$ cat config.mk
export PLATFORM = sky130hd
export DESIGN_NAME = pipelined_adder_nbit_flat
export DESIGN_NICKNAME = d
export VERILOG_FILES = /design/src/rtl/pipelined_adder_nbit_pkg.sv /design/src/rtl/pipelined_adder_nbit_if.sv /design/src/rtl/pipelined_adder_nbit_carry_chunk_adder.sv /design/src/rtl/pipelined_adder_nbit.sv /design/src/flat_wrapper.sv
export SDC_FILE = /design/constraint.sdc
export NUM_CORES = 1
export LEC_CHECK = 0
export BUFFER_PORTS_ARGS = -buffer_cell sky130_fd_sc_hd__buf_2
export CORE_ASPECT_RATIO = 1.2
export CORE_MARGIN = 2
export CORE_UTILIZATION = 40
export DETAILED_ROUTE_END_ITERATION = 8
export GPL_TIMING_DRIVEN = 0
export PLACE_DENSITY_LB_ADDON = 0.1
export SYNTH_ARGS = -nofsm -noshare
export SYNTH_HDL_FRONTEND = slang
export SYNTH_HIERARCHICAL = 1
export SYNTH_SLANG_ARGS = --single-unit
$ cat constraint.sdc
create_clock -name clk -period 2.2 [get_ports clk]
set_input_delay 0.11 -clock clk [delete_from_list [all_inputs] [get_ports clk]]
set_output_delay 0.11 -clock clk [all_outputs]
set_load 0.02 [all_outputs]
$ cat src/rtl/pipelined_adder_nbit_pkg.sv
// ---------------------------------------------------------------------------
// adder_pkg
// Shared definitions for the pipelined N-bit add/subtract unit.
//   OP_ADD / OP_SUB : encodings of the 'sub' operand-mode bit
//   chunk_ok()      : parameter legality test used at elaboration
// ---------------------------------------------------------------------------
package adder_pkg;

  localparam logic OP_ADD = 1'b0;
  localparam logic OP_SUB = 1'b1;

  // True when the operand width splits into a whole number of chunks.
  function automatic bit chunk_ok(input int unsigned width, input int unsigned chunk);
    return (chunk != 32'd0) && (width != 32'd0) && ((width % chunk) == 32'd0);
  endfunction

endpackage

$ cat src/rtl/pipelined_adder_nbit_if.sv
// ---------------------------------------------------------------------------
// pipelined_adder_nbit_if
// Streaming operand/result bundle of the pipelined adder.
//   in_valid/in_ready   : operand handshake (a, b, sub, cin)
//   out_valid/out_ready : result handshake (sum, cout, ovf)
// Modports:
//   master : operand source + result consumer
//   slave  : the adder itself
// ---------------------------------------------------------------------------
interface pipelined_adder_nbit_if #(
  parameter int WIDTH = 16
);
  logic             in_valid;
  logic             in_ready;
  logic [WIDTH-1:0] a;
  logic [WIDTH-1:0] b;
  logic             sub;
  logic             cin;
  logic             out_valid;
  logic             out_ready;
  logic [WIDTH-1:0] sum;
  logic             cout;
  logic             ovf;

  modport master (
    output in_valid, a, b, sub, cin, out_ready,
    input  in_ready, out_valid, sum, cout, ovf
  );

  modport slave (
    input  in_valid, a, b, sub, cin, out_ready,
    output in_ready, out_valid, sum, cout, ovf
  );
endinterface

$ cat src/rtl/pipelined_adder_nbit_carry_chunk_adder.sv
// ---------------------------------------------------------------------------
// carry_chunk_adder
// Combinational W-bit adder slice: {co, s} = x + y + ci.
// Ports:
//   x, y : W-bit operand slices
//   ci   : carry into the slice
//   s    : W-bit slice sum
//   co   : carry out of the slice MSB
// ---------------------------------------------------------------------------
module carry_chunk_adder #(
  parameter int W = 4
) (
  input  logic [W-1:0] x,
  input  logic [W-1:0] y,
  input  logic         ci,
  output logic [W-1:0] s,
  output logic         co
);

  assign {co, s} = {1'b0, x} + {1'b0, y} + {{W{1'b0}}, ci};

endmodule

$ cat src/rtl/pipelined_adder_nbit.sv
// ---------------------------------------------------------------------------
// pipelined_adder_nbit
// N-bit add/subtract unit whose carry chain is cut into CHUNK-bit slices,
// one register stage per slice (latency = STAGES = WIDTH/CHUNK cycles).
// Streaming valid/ready on both sides; the whole pipe advances together.
// Ports:
//   clk   : rising-edge clock
//   rst_n : asynchronous active-low reset
//   bus   : slave side of pipelined_adder_nbit_if
//           (in_valid/in_ready/a/b/sub/cin, out_valid/out_ready/sum/cout/ovf)
// ---------------------------------------------------------------------------
module pipelined_adder_nbit
  import adder_pkg::*;
#(
  parameter int WIDTH = 16,
  parameter int CHUNK = 4
) (
  input logic                  clk,
  input logic                  rst_n,
  pipelined_adder_nbit_if.slave bus
);

  localparam int STAGES = WIDTH / CHUNK;
  localparam int LAST   = STAGES - 1;

  if (!chunk_ok(WIDTH, CHUNK)) begin : g_cfg_check
    $fatal(1, "pipelined_adder_nbit: WIDTH must be a non-zero multiple of CHUNK");
  end

  // Stage registers. a_r/b_r carry the (skewed) operands forward so upper
  // chunks are still available when their stage is reached; s_r holds the
  // sum chunks resolved so far; c_r is the carry out of the stage's chunk.
  logic [WIDTH-1:0] a_r [STAGES];
  logic [WIDTH-1:0] b_r [STAGES];
  logic [WIDTH-1:0] s_r [STAGES];
  logic             c_r [STAGES];
  logic             v_r [STAGES];
  logic             ovf_r;

  // Inputs seen by each stage this cycle (bus for stage 0, previous stage otherwise).
  logic [WIDTH-1:0] src_a_s [STAGES];
  logic [WIDTH-1:0] src_b_s [STAGES];
  logic [WIDTH-1:0] src_s_s [STAGES];
  logic             src_c_s [STAGES];
  logic             src_v_s [STAGES];
  logic [WIDTH-1:0] nxt_s_s [STAGES];
  logic [CHUNK-1:0] chunk_s_s [STAGES];
  logic             chunk_co_s [STAGES];
  logic             adv_s;

  // Bubbles are not collapsed: the pipe moves only as a whole.
  assign adv_s         = ~v_r[LAST] | bus.out_ready;
  assign bus.in_ready  = adv_s;
  assign bus.out_valid = v_r[LAST];
  assign bus.sum       = s_r[LAST];
  assign bus.cout      = c_r[LAST];
  assign bus.ovf       = ovf_r;

  // Select the operands/carry feeding each stage; subtract is a + ~b + 1.
  always_comb begin
    src_a_s[0] = bus.a;
    src_s_s[0] = {WIDTH{1'b0}};
    src_v_s[0] = bus.in_valid;
    case (bus.sub)
      OP_ADD: begin
        src_b_s[0] = bus.b;
        src_c_s[0] = bus.cin;
      end
      OP_SUB: begin
        src_b_s[0] = ~bus.b;
        src_c_s[0] = 1'b1;
      end
      default: begin
        src_b_s[0] = bus.b;
        src_c_s[0] = bus.cin;
      end
    endcase
    for (int k = 1; k < STAGES; k++) begin
      src_a_s[k] = a_r[k-1];
      src_b_s[k] = b_r[k-1];
      src_s_s[k] = s_r[k-1];
      src_c_s[k] = c_r[k-1];
      src_v_s[k] = v_r[k-1];
    end
  end

  for (genvar k = 0; k < STAGES; k++) begin : g_chunk
    carry_chunk_adder #(
      .W (CHUNK)
    ) u_add (
      .x  (src_a_s[k][k*CHUNK +: CHUNK]),
      .y  (src_b_s[k][k*CHUNK +: CHUNK]),
      .ci (src_c_s[k]),
      .s  (chunk_s_s[k]),
      .co (chunk_co_s[k])
    );
  end

  // Splice each stage's freshly resolved chunk into the partial sum.
  always_comb begin
    for (int k = 0; k < STAGES; k++) begin
      nxt_s_s[k]                  = src_s_s[k];
      nxt_s_s[k][k*CHUNK +: CHUNK] = chunk_s_s[k];
    end
  end

  // Pipeline registers: shift all stages together on advance, else hold.
  always_ff @(posedge clk or negedge rst_n) begin
    if (!rst_n) begin
      for (int k = 0; k < STAGES; k++) begin
        v_r[k] <= 1'b0;
        a_r[k] <= {WIDTH{1'b0}};
        b_r[k] <= {WIDTH{1'b0}};
        s_r[k] <= {WIDTH{1'b0}};
        c_r[k] <= 1'b0;
      end
      ovf_r <= 1'b0;
    end else if (adv_s) begin
      for (int k = 0; k < STAGES; k++) begin
        v_r[k] <= src_v_s[k];
        a_r[k] <= src_a_s[k];
        b_r[k] <= src_b_s[k];
        s_r[k] <= nxt_s_s[k];
        c_r[k] <= chunk_co_s[k];
      end
      // Overflow: operands (after inversion) agree in sign but the sum does not.
      ovf_r <= (src_a_s[LAST][WIDTH-1] == src_b_s[LAST][WIDTH-1]) &
               (nxt_s_s[LAST][WIDTH-1] != src_a_s[LAST][WIDTH-1]);
    end
  end

endmodule

$ cat src/flat_wrapper.sv
// flat-port wrapper written by rule: the top's interface ports become plain ports
module pipelined_adder_nbit_flat import adder_pkg::*;
#(
  parameter int WIDTH = 16,
  parameter int CHUNK = 4
)
  (clk, rst_n, bus_in_valid, bus_a, bus_b, bus_sub, bus_cin, bus_out_ready, bus_in_ready, bus_out_valid, bus_sum, bus_cout, bus_ovf);
  pipelined_adder_nbit_if #(.WIDTH(WIDTH)) bus_i ();
  input logic clk;
  input logic rst_n;
  input wire logic [$bits(bus_i.in_valid)-1:0] bus_in_valid;
  input wire logic [$bits(bus_i.a)-1:0] bus_a;
  input wire logic [$bits(bus_i.b)-1:0] bus_b;
  input wire logic [$bits(bus_i.sub)-1:0] bus_sub;
  input wire logic [$bits(bus_i.cin)-1:0] bus_cin;
  input wire logic [$bits(bus_i.out_ready)-1:0] bus_out_ready;
  output wire logic [$bits(bus_i.in_ready)-1:0] bus_in_ready;
  output wire logic [$bits(bus_i.out_valid)-1:0] bus_out_valid;
  output wire logic [$bits(bus_i.sum)-1:0] bus_sum;
  output wire logic [$bits(bus_i.cout)-1:0] bus_cout;
  output wire logic [$bits(bus_i.ovf)-1:0] bus_ovf;
  assign bus_i.in_valid = bus_in_valid;
  assign bus_i.a = bus_a;
  assign bus_i.b = bus_b;
  assign bus_i.sub = bus_sub;
  assign bus_i.cin = bus_cin;
  assign bus_i.out_ready = bus_out_ready;
  assign bus_in_ready = bus_i.in_ready;
  assign bus_out_valid = bus_i.out_valid;
  assign bus_sum = bus_i.sum;
  assign bus_cout = bus_i.cout;
  assign bus_ovf = bus_i.ovf;
  pipelined_adder_nbit #(.WIDTH(WIDTH), .CHUNK(CHUNK)) u_core (.clk(clk), .rst_n(rst_n), .bus(bus_i));
endmodule
==> results.cfg, run 1 <==
[routing]
drt_wl_total_mm = 7.54
routedWlPerCell_um = 14.8
ant_nets = 0
topRoutingLayerUsed = met4
dr_wl_met3_um = 190
dr.first_iter.drc_count = 47
dr.pass1.iters = 3
vias = 2375
wl_met1_mm = 3.54
wl_met2_mm = 3.65
post_drt_via_cell_ratio = 4.68
drc = 0

[global_route]
grt_use_total = 0.140
antenna_found_initial = 0
grt_pass1_wl_mm = 12.6
grt_max_degree = 59
grt.overflow.total = 0
grt_pass1_vias = 2498

[sta]
setup_viol = 0
maxSlewViolCount = 0
max_freq_mhz = 490
rsz0062_at_grt = false
holdWs_ns = 0.0279
finalCritPeriodShare = 0.928
final_hold_viol_count = 0
tns_ns = 0
skew_ns = 0.00392
maxSlewHeadroom = 0.645
fin_crit_ns = 2.04
tightestPinTransition_ns = 0.533

[final_layout]
layout.area.seq_um2 = 2430
fill_cells = 987
antennaDiodeCount = 0
syn2layout_area_growth_pct = 20.4
final_util = 0.488
drive_gt1_frac = 0.500
fin_nets = 429
fin_cells = 508
multi_input_area_um2 = 1860
design_area_um2 = 5330

[die]
dieArea_um2 = 11900
row_count = 42
initial_core_util = 0.405
die_x_um = 100
core_um2 = 10900
fp.dieH_um = 119
io-pin-count = 58

[placed_design]
placed_cell_area_um2 = 4900
dp_cells = 481
port_buffers = 56
dp_hpwl_mm = 5.44
gp_congestion = 0.706

[logic_synthesis]
synth_top_family_by_area = multiplexers
yosysWarnings = 6
yosysSeqAreaShare = 0.548
synth_compound_area_frac = 0.0206
syn_area_um2 = 4430
syn_inst = 292
synthMuxAreaShare = 0.256
synth-xor-area-share = 0.0475
yosys.area_share.simple = 0.0226
avgSynthCellArea_um2 = 15.2
ys_ff_latch = 97
synth_fp_nets = 350
ys_types = 22
synth_fa_ha_area_frac = 0.0701

[power_and_ir_drop]
ir_worst_vdd_mv = 0.551
p_leak_nw = 2.50
p_per_area_nw_per_um2 = 1440

[clock_network]
clk_pin_slew_worst_paths_ns = 0.06
cts_tree = built
cts_htree_levels = 3
ctsRootBufferMaster = clkbuf_16
post-cts-setup-buffers = 0
clk_path_buf_depth = 2
clock_sinks = 97
clock_latency_ns = 0.33
cts_buffers = 9

[critical_path]
crit_slowest_cell = or3b_2
path_max_fanout = 3
path_delay_family = compound AO/OA/AOI/OAI gates
cp_cell_sequence = fa_2 > a21o_1 > a21oi_2 > xnor2_2 > or3b_2 > a31oi_1
worstPathArrival_ns = 2.30
required_ns = 2.45
path_class = reg2reg
worstSetupStartpointType = register
critical_path.max_stage_delay_ns = 0.46
endpoint_kind = register
path_buf_inv = 0

[hold_path]
hp-class = in2reg

[flow_run]
cap_violations = 0

[outcome]
status = finished clean
## placed cells by master, fill, tap and decap left out, types with 2 or more instances in the layout
cell type	netlist	routed
buf_2	8	63
ha_1	12	12
o21ai_0	4	4
xnor2_1	8	7
fa_1	8	7
dfrtp_1	97	97
clkbuf_1	0	2
clkbuf_8	0	3
a21oi_2	4	4
mux2_2	78	78
nand2b_1	5	5
mux2_4	17	17
buf_4	1	2
dlygate4sd3_1	0	11
nor2b_1	4	4
buf_6	4	4
clkbuf_16	0	9
a21o_1	4	4
xor2_1	16	16
inv_1	16	16
## layer usage
layer | vias to the layer above | GRT usage
li1 | 1156 | -
met1 | 1170 | 0.189
met4 | 0 | 0.0719
met2 | 38 | 0.219
met3 | 11 | 0.0223
met5 | - | 0
## sequential cells by signal (all words and copies together) (netlist names)
signal,count
u_core/b_r,24
u_core/bus.ovf,1
u_core/a_r,24
u_core/nxt_s_s,24
u_core/bus.sum,16
u_core/bus.out_valid,1
u_core/src_v_s,3
u_core/bus.cout,1
u_core/c_r,3
## kinds of logic after synthesis
logic type	Yosys count
compound gates	13
xor+xnor	24
fa+ha+maj	20
buf+inv	29
flops	97
mux	95
simple gates	14
## per-stage QoR
stage	total power [mW]	setup WS [ns]
final	7.67	0.159
after global routing	8.24	0.0368
after CTS	7.76	0.0715
after detailed placement	6.11	0.0339
after global placement	6.02	-0.0425
after floorplan	5.33	0.198
## area by class of cell
cell class | instances | share of cell area
tap | 132 | 0.0310
inverter | 16 | 0.0113
clock inverter | 2 | 0.00657
buffer | 13 | 0.0174
sequential | 97 | 0.455
clock buffer | 14 | 0.0514
timing repair buffer | 68 | 0.0789
multi-input combinational | 166 | 0.348
## report_power, final
part,switching (mW),total (mW),internal [mW]
Clock,0.617,1.59,0.973
Combinational,1.31,3.04,1.73
Sequential,0.436,3.04,2.60
## worst register-to-register path: cells and delay by family (launching register included)
kind,cells,cell delay [ns]
DFF,1,0.40
adders and majority gates,1,0.40
and+or+nand+nor,1,0.46
xor gates and xnor gates,1,0.14
AOI/OAI and AO/OA,3,0.55
## final timing paths
check / from / to / cells after the start / slack [ns]
max: u_core/b_r[28] / u_core/bus.ovf / 6 / 0.16
min: bus_in_valid / u_core/src_v_s[2] / 2 / 0.03
max reg2reg: u_core/b_r[28] / u_core/bus.ovf / 6 / 0.16
min reg2reg: u_core/src_v_s[0] / u_core/bus.out_valid / 1 / 0.49
max in group asynchronous: rst_n / u_core/a_r[58] / 3 / 1.24
min in group asynchronous: rst_n / u_core/bus.sum[1] / 2 / 0.30
## Yosys cell counts
master / n / area (um2)
dfrtp_1: 97 / 2430
mux2_2: 78 / 878
mux2_4: 17 / 255
inv_1: 16 / 60.1
xor2_1: 16 / 140
ha_1: 12 / 150
buf_2: 8 / 40.0
fa_1: 8 / 160
xnor2_1: 8 / 70.1
nand2b_1: 5 / 31.3
a21o_1: 4 / 30.0
a21oi_2: 4 / 35.0
buf_6: 4 / 45.0
nor2b_1: 4 / 25.0
o21ai_0: 4 / 20.0
a31oi_1: 1 / 6.26
buf_4: 1 / 7.51
nand2b_4: 1 / 13.8
nand3b_1: 1 / 7.51
nor3b_1: 1 / 7.51
or2_2: 1 / 6.26
or3b_2: 1 / 8.76
## timing repair
item	in CTS	in global routing
hold buffers	11	0
endpoints found under the setup margin	0	1
hold endpoints to repair	49	0
resized for setup	0	2
Power figures use the tool's default switching activity.
==> run 2, diff against run 1 <==
ABC_AREA = 1   (was not set)
SYNTH_HIERARCHICAL = not set   (was 1)
==> results.cfg, run 2 <==
[critical_path]
r2r_setup_slack_ns = 0.47
path_buf_inv = 1
crit_top_cell = fa_1
critical_path.max_stage_delay_ns = 0.47
required_ns = 2.42
worstSetupStartpointType = register
endpoint_kind = register
path_delay_family = adder cells
rr_worst_depth = 6
path_max_fanout = 2
path_class = reg2reg
worstPathArrival_ns = 1.96
cp_cell_sequence = fa_1 > fa_1 > nand2_1 > inv_1 > o21ai_0 > a21oi_1
r2r-start = u_core.c_r[3]
reg2reg_to = u_core.c_r[2]
crit_slowest_cell = fa_1

[clock_network]
clock_sinks = 97
cts_tree = built
ctsRootBufferMaster = clkbuf_16
clk_pin_slew_worst_paths_ns = 0.06
clock_latency_ns = 0.34
clk_path_buf_depth = 2
cts_htree_levels = 3
cts_buffers = 9

[logic_synthesis]
yosysTopAreaCell = dfrtp_1
avgSynthCellArea_um2 = 9.08
yosysWarnings = 0
async_flop_share = 1.00
ys_ff_latch = 97
synth_fp_nets = 540
synth_edf_count = 0
synth_top_area_share = 0.555
syn_area_um2 = 4380
syn_inst = 482
synth_area_leaders = dfrtp_1 (55%), nand2_1 (18%), o21ai_0 (4.5%)
yosysSeqAreaShare = 0.555
synth_common_cells = nand2_1 (207), dfrtp_1 (97), o21ai_0 (39), inv_1 (32), nand3_1 (17)
ys_types = 24
ys.flop_type = dfrtp_1
yosysMostFrequentCell = nand2_1

[final_layout]
fill_cells = 1032
drive_gt1_frac = 0.171
fin_nets = 621
layout_commonest_cell = nand2_1
syn2layout_area_growth_pct = 21.3
antennaDiodeCount = 0
final_cell_mix = nand2_1 (207), dfrtp_1 (97), buf_2 (66), o21ai_0 (39), inv_1 (32)
final_util = 0.502
design_area_um2 = 5310

[die]
row_count = 41
initial_core_util = 0.414
dieArea_um2 = 11800
io-pin-count = 58
fp.dieH_um = 119
core_um2 = 10600
die_x_um = 99.5

[routing]
drt_wl_total_mm = 9.76
drc = 0
routedWlPerCell_um = 14.0
dr.first_iter.drc_count = 138
post_drt_via_cell_ratio = 4.77
dr.pass1.iters = 4
vias = 3322
ant_nets = 0

[power_and_ir_drop]
p_per_area_nw_per_um2 = 1410
ir_worst_vdd_mv = 0.563
p_seq_frac = 0.404
clkPwrFrac = 0.230
swShare = 0.372
p_total_mw = 7.48
p_switching_mw = 2.78
p_comb_frac = 0.366
intPower_mw = 4.70
p_leak_nw = 2.76

[global_route]
grt_use_total = 0.181
grt_max_degree = 54
grt_pass1_vias = 3342
grt_pass1_wl_mm = 16.7
grt.overflow.total = 0
antenna_found_initial = 0

[flow_run]
cap_violations = 0

[sta]
finalCritPeriodShare = 0.787
maxSlewViolCount = 0
setup_viol = 0
rsz0062_at_grt = false
final_hold_viol_count = 0
tns_ns = 0
fin_crit_ns = 1.73
maxSlewHeadroom = 0.598
skew_ns = 0.00423
tightestPinTransition_ns = 0.603
holdWs_ns = 0.0253
max_freq_mhz = 577

[outcome]
status = finished clean

[placed_design]
placed_cell_area_um2 = 4850
port_buffers = 56
gp_congestion = 0.790
dp_hpwl_mm = 6.86

[hold_path]
holdCritStartpoint = bus_in_valid
hp-class = in2reg
holdPathEnd = u_core.src_v_s[2]
hold_depth = 3
-- run 2: metal layers --
| layer | up-vias | routed length (um) | track usage |
|---|---|---|---|
| li1 | 1666 | - | - |
| met3 | 10 | 436 | 0.0302 |
| met4 | 0 | 145 | 0.0591 |
| met2 | 72 | 4540 | 0.282 |
| met1 | 1574 | 4640 | 0.256 |
| met5 | - | 0 | 0 |
-- run 2: area by class of cell --
type / count / area, um2 / share of cell area
repair buffers: 70 / 440 / 0.0830
plain buffers: 23 / 168 / 0.0316
multi-input cells: 329 / 1660 / 0.312
well taps: 129 / 161 / 0.0304
clock inverters: 2 / 60.1 / 0.0113
inverters: 33 / 124 / 0.0233
flip-flops and latches: 97 / 2430 / 0.457
clock buffers: 13 / 270 / 0.0509
-- run 2: metrics by stage --
step	setup WS, ns	cells
global route	0.323	696
CTS	0.467	696
global placement	0.0140	667
floorplan	0.471	482
detailed placement	0.365	668
finish	0.468	696
-- run 2: tightest hold or removal path, stage by stage --
cell	delay, ns
buf_2	0.09
nand2_1	0.04
o21ai_0	0.07
-- run 2: power by group through the flow --
stage / Combinational (mW) / Clock (mW) / Sequential (mW)
2_1_floorplan: 1.71 / 0 / 3.15
3_3_place_gp: 2.68 / 0 / 3.03
3_5_place_dp: 2.74 / 0 / 3.05
4_1_cts: 2.78 / 1.76 / 3.03
5_1_grt: 3.15 / 1.84 / 3.12
6_report: 2.74 / 1.72 / 3.02
-- run 2: how the worst max path moves through the flow --
stage | cells past startpoint | slack, ns | startpoint | endpoint
2_1_floorplan | 7 | 0.47 | bus_sub | u_core.nxt_s_s[33]
3_3_place_gp | 1 | 0.01 | rst_n | u_core.b_r[52]
3_5_place_dp | 7 | 0.36 | bus_sub | u_core.nxt_s_s[33]
4_1_cts | 6 | 0.47 | u_core.c_r[3] | u_core.c_r[2]
5_1_grt | 6 | 0.32 | u_core.c_r[3] | u_core.c_r[2]
6_report | 6 | 0.47 | u_core.c_r[3] | u_core.c_r[2]
-- run 2: cell families (layout without fill, tap and decap cells) --
logic type	count (synthesis)	count (layout)	synth area share
AOI/OAI and AO/OA	51	51	0.0592
xor gates and xnor gates	16	16	0.0320
adders and majority gates	20	20	0.0709
buffers and inverters	56	141	0.0666
DFF	97	97	0.555
and+or+nand+nor	242	242	0.216
-- run 2: what timing repair did --
action,CTS,global route
gates resized for setup,0,0
buffers inserted,0,0
hold buffers,13,0
endpoints found under the hold margin,56,0
